==> config.mk <==
export PLATFORM = sky130hd
export DESIGN_NAME = matmul_seq_ctrl
export DESIGN_NICKNAME = d
export VERILOG_FILES = /design/src/rtl/matmul_seq_ctrl.sv
export SDC_FILE = /design/constraint.sdc
export NUM_CORES = 1
export LEC_CHECK = 0
export CAP_MARGIN = 30
export CORE_ASPECT_RATIO = 0.9
export CORE_MARGIN = 2
export CORE_UTILIZATION = 50
export DETAILED_ROUTE_END_ITERATION = 7
export PLACE_DENSITY = 0.65
export SLEW_MARGIN = 0
export SYNTH_ARGS = -nofsm -noshare
export SYNTH_HDL_FRONTEND = slang
export SYNTH_SLANG_ARGS = --single-unit
==> constraint.sdc <==
create_clock -name clk -period 14.9 [get_ports clk]
set_clock_uncertainty 0.05 [all_clocks]
set_input_delay 2.235 -clock clk [delete_from_list [all_inputs] [get_ports clk]]
set_output_delay 2.235 -clock clk [all_outputs]
set_load 0.005 [all_outputs]
==> src/rtl/matmul_seq_ctrl.sv <==
// Sequencing controller for a 4x4 unsigned matrix multiply: streams in A and B, runs one MAC per cycle, streams out 16 results.
// Optional feature: define MATMUL_SAT_EN to saturate results to RES_W bits instead of truncating.
module matmul_seq_ctrl #(
    parameter int DATA_W = 8,
    parameter int RES_W  = 16
) (
    input  logic              clk,
    input  logic              reset,
    input  logic              abort,
    input  logic              in_valid,
    input  logic [DATA_W-1:0] in_data,
    output logic              in_ready,
    output logic              out_valid,
    output logic [RES_W-1:0]  out_data,
    output logic              out_last,
    input  logic              out_ready,
    output logic              busy
);
    localparam int ACC_W  = 2*DATA_W + 2;
    localparam int PROD_W = 2*DATA_W;

    typedef enum logic [1:0] {IDLE, LOAD, COMPUTE, DRAIN} state_t;
    state_t state, state_next;

    logic [DATA_W-1:0] operand [32];
    logic [RES_W-1:0]  result  [16];
    logic [4:0]        load_cnt;
    logic [5:0]        step;
    logic [3:0]        idx;
    logic [ACC_W-1:0]  acc;

    logic [1:0]        i_idx, j_idx, k_idx;
    logic [PROD_W-1:0] prod;
    logic [ACC_W-1:0]  sum;
    logic              in_fire;
    logic              out_fire;

    // step packs {i, j, k} so a single increment walks k innermost, then j, then i
    assign {i_idx, j_idx, k_idx} = step;
    assign in_fire  = in_valid && in_ready;
    assign out_fire = out_valid && out_ready;
    assign prod = PROD_W'(operand[{1'b0, i_idx, k_idx}]) * PROD_W'(operand[{1'b1, k_idx, j_idx}]);
    assign sum  = acc + ACC_W'(prod);

    function automatic logic [RES_W-1:0] fit(input logic [ACC_W-1:0] x);
`ifdef MATMUL_SAT_EN
        if ((x >> RES_W) != '0)
            return '1;
`endif
        return RES_W'(x);
    endfunction

    always_ff @(posedge clk or negedge reset) begin
        if (!reset)
            state <= IDLE;
        else
            state <= state_next;
    end

    always_comb begin
        state_next = state;
        in_ready   = (state == IDLE) || (state == LOAD);
        out_valid  = (state == DRAIN);
        out_last   = (state == DRAIN) && (idx == 4'd15);
        out_data   = (state == DRAIN) ? result[idx] : '0;
        busy       = (state != IDLE);
        case (state)
            IDLE:    if (in_fire) state_next = LOAD;
            LOAD:    if (in_fire && load_cnt == 5'd31) state_next = COMPUTE;
            COMPUTE: if (step == 6'd63) state_next = DRAIN;
            DRAIN:   if (out_fire && idx == 4'd15) state_next = IDLE;
            default: state_next = IDLE;
        endcase
        if (abort)
            state_next = IDLE;
    end

    // Counters and accumulator; every counter wraps back to zero at the end of its phase
    always_ff @(posedge clk or negedge reset) begin
        if (!reset) begin
            load_cnt <= '0;
            step     <= '0;
            idx      <= '0;
            acc      <= '0;
        end else if (abort) begin
            load_cnt <= '0;
            step     <= '0;
            idx      <= '0;
            acc      <= '0;
        end else begin
            case (state)
                IDLE: if (in_fire) load_cnt <= 5'd1;
                LOAD: begin
                    if (in_fire) begin
                        load_cnt <= load_cnt + 5'd1;
                        if (load_cnt == 5'd31) begin
                            step <= '0;
                            acc  <= '0;
                        end
                    end
                end
                COMPUTE: begin
                    step <= step + 6'd1;
                    acc  <= (k_idx == 2'd3) ? '0 : sum;
                end
                DRAIN: if (out_fire) idx <= idx + 4'd1;
                default: ;
            endcase
        end
    end

    // Operand and result storage need no reset; out_data is gated outside DRAIN
    always_ff @(posedge clk) begin
        if (in_fire && !abort)
            operand[(state == IDLE) ? 5'd0 : load_cnt] <= in_data;
        if (state == COMPUTE && k_idx == 2'd3 && !abort)
            result[{i_idx, j_idx}] <= fit(sum);
    end
endmodule

==> impl_metrics.json <==
{
  "ant_nets": 0,
  "die_w_um": 234,
  "place.gp.congestion": 0.792,
  "cp-start-kind": "flip-flop",
  "portBuffers": 32,
  "clk_latency_ns": 0.60,
  "dpl-instance-area_um2": 25000,
  "rsz0062_at_grt": "no",
  "yosysUniqueCellTypes": 49,
  "setup_ws_ns": 7.81,
  "grt_max_degree": 44,
  "r2r_cells": 16,
  "ys.warnings.count": 0,
  "crit_end": "result[4][14]",
  "wire_per_inst_um": 24.7,
  "coreArea_um2": 46700,
  "start_util_pct": 50.8,
  "post-route-period-util_pct": 47.6,
  "hold_slack_ns": 0.440,
  "fin_crit_ns": 7.09,
  "synth_area_per_cell_um2": 18.8,
  "drt_iter0_markers": 1116,
  "startpoint": "step[0]",
  "crit_slowest_cell": "xor2_1",
  "min-delay-path-class": "reg -> reg",
  "cap_violations": 0,
  "num_rows": 75,
  "path_common_cell": "fa_1",
  "fmax_mhz": 141,
  "cp.depth": 16,
  "h-tree-depth": 2,
  "crit_path_end_kind": "flip-flop",
  "dp_hpwl_um": 31100,
  "synth_nets": 1367,
  "rrSetupSlack_ns": 7.81,
  "clk_pin_slew_ns": 0.06,
  "cts.sinks": 545,
  "synth_largest_area_cell": "edfxtp_1",
  "path_class": "reg -> reg",
  "cts_buffers": 54,
  "synth_top_area_share_pct": 64.8,
  "finalWirelength_um": 49700,
  "cts-root-buf": "clkbuf_16",
  "p_leak_nw": 8.99,
  "synth_cells": 1261,
  "area_growth_pct": 13.1,
  "required_ns": 15.09,
  "design_area_um2": 26800,
  "timing.critical_path.buf_inv": 3,
  "grt_usage_pct": 21.1,
  "hold_viol_final": 0,
  "worst_path_largest_cell_delay_ns": 0.88,
  "synth_edf_count": 512,
  "relSlewSlack_pct": 24.1,
  "die_area_um2": 49200,
  "yosys_register_bits": 545,
  "layout-drive-gt1-share_pct": 22.0,
  "ys_top_cells_by_area": "edfxtp_1 65%, mux4_2 14%, fa_1 4.2%",
  "setup_viol": 0,
  "vias_per_cell": 5.83,
  "synthArstFlopShare_pct": 6.06,
  "ctsHoldBuffers": 0,
  "crit_fanout": 35,
  "drc": 0,
  "r2r-end": "result[4][14]",
  "rr_startpoint": "step[0]",
  "vdd.ir_drop.worst_mv": 0.363,
  "num_antenna_cells": 0,
  "tightest_slew_ns": 1.13,
  "die_h_um": 211,
  "synth-seq-area-share_pct": 68.2,
  "synth_ff_type": "edfxtp_1",
  "ctsResizeCount": 0,
  "dr.pass1.iters": 5,
  "grt_pass1_vias": 12100,
  "pwr_density_cell_nw_per_um2": 245,
  "grt.overflow.total": 0,
  "netlist_area_um2": 23700,
  "antenna_found_initial": 0,
  "cts_setup_buffers": 0,
  "fin_nets": 1456,
  "place_ws_ns": 7.88,
  "routed-via-count": 11700,
  "cp.arrival_ns": 7.27,
  "grt_pass1_wl_um": 76400,
  "cts_buffer_depth": 3,
  "timing.final.max_slew_violations": 0,
  "tritoncts": "yes",
  "io_pins": 33,
  "tns_ns": 0,
  "cp_top_family": "adder cells",
  "status": "completed",
  "crit_chain": "buf_4, mux4_1, mux4_2, and2_1, fa_1, fa_1, inv_1, fa_1, fa_1, inv_1, ha_1, nand2_1, nor2_1, o221ai_1, o32ai_1, xor2_1"
}
## worst min path at each step
stage / cells past startpoint / startpoint / end / slack (ns)
2_1_floorplan: 2 / acc[4] / acc[4] / 0.40
3_3_place_gp: 2 / acc[1] / acc[1] / 0.42
3_5_place_dp: 2 / acc[1] / acc[1] / 0.43
4_1_cts: 2 / acc[4] / acc[4] / 0.44
5_1_grt: 2 / acc[4] / acc[4] / 0.47
6_report: 2 / acc[1] / acc[1] / 0.44
## cell families after synthesis
group           synth area share [%]
mux                             15.4
simple gates                    4.80
buf+inv                         2.75
fa+ha+maj                       6.48
flops                           68.2
compound gates                  1.73
xor+xnor                       0.590
## power breakdown
group          switching [mW]  total [mW]  internal [mW]
sequential             0.0208        2.78           2.76
clock                   0.560        1.36          0.796
combinational            1.65        2.42          0.778
total                    2.23        6.56           4.34
## through the flow
step	cells	util [%]	power, mW
2_1_floorplan	1261	-	4.34
3_3_place_gp	1890	53.2	5.04
3_5_place_dp	1905	53.5	5.21
4_1_cts	2004	57.3	6.57
5_1_grt	2009	57.4	6.96
6_report	2009	57.4	6.56
## worst reg2reg max path, cell delays in order, from the launching register on
cell      delay, ns
dfrtp_2        0.52
buf_4          0.61
mux4_1         0.66
mux4_2         0.59
and2_1         0.23
fa_1           0.44
fa_1           0.50
inv_1          0.06
fa_1           0.48
fa_1           0.49
inv_1          0.04
ha_1           0.39
nand2_1        0.09
nor2_1         0.15
o221ai_1       0.20
o32ai_1        0.35
xor2_1         0.88
## metal layers
metal / track usage, % / vias up / wire [µm]
li1: - / 5078 / -
met1: 30.7 / 6208 / 22000
met2: 33.9 / 347 / 24300
met3: 3.06 / 73 / 2400
met4: 5.76 / 0 / 998
met5: 0 / - / 0
## synth_stat cells, types with 2 or more instances
library cell  count
a21oi_1          13
a22oi_1           2
o21ai_0          17
or3_1             2
buf_4             2
mux4_1            9
a32oi_1           3
buf_1             2
nand4_1           2
buf_6            10
inv_1            97
a22o_1           10
and3_1            4
mux2i_1           2
and2_1           60
mux4_2          151
buf_2             9
xnor2_1          10
nor3_1            8
clkbuf_1         28
or4_1             2
ha_1             43
fa_1             50
edfxtp_1        512
o31ai_1           3
nand3_1          12
a21o_1            2
nor2_1           72
a211oi_1          4
a211o_1           2
xor2_1            6
nor2b_1           7
dfrtp_1          33
nand2b_1          4
nand2_1          54
## cells in the final DEF (no fill, tap or decap), types with 13 or more instances in the layout
master / instances
dfrtp_1: 29
nand2_1: 54
fa_1: 50
edfxtp_1: 512
inv_1: 97
a21oi_1: 13
o21ai_0: 17
buf_4: 41
clkbuf_16: 55
and2_1: 60
mux4_2: 151
nor2_1: 60
ha_1: 43
clkdlybuf4s50_1: 31
## registers in the layout, indices dropped and copies added, names as in the netlist
name / cells
acc: 16
idx: 4
load_cnt: 5
operand: 256
result: 256
state: 2
step: 6
## layout make-up
class / instances / area, µm²
multi-input combinational: 567 / 6940
inverter: 98 / 368
timing repair buffer: 84 / 798
clock buffer: 65 / 1410
tap: 616 / 771
sequential: 545 / 16200
fill: 3565 / 19900
clock inverter: 34 / 348
(Power assumes the default switching activity.)
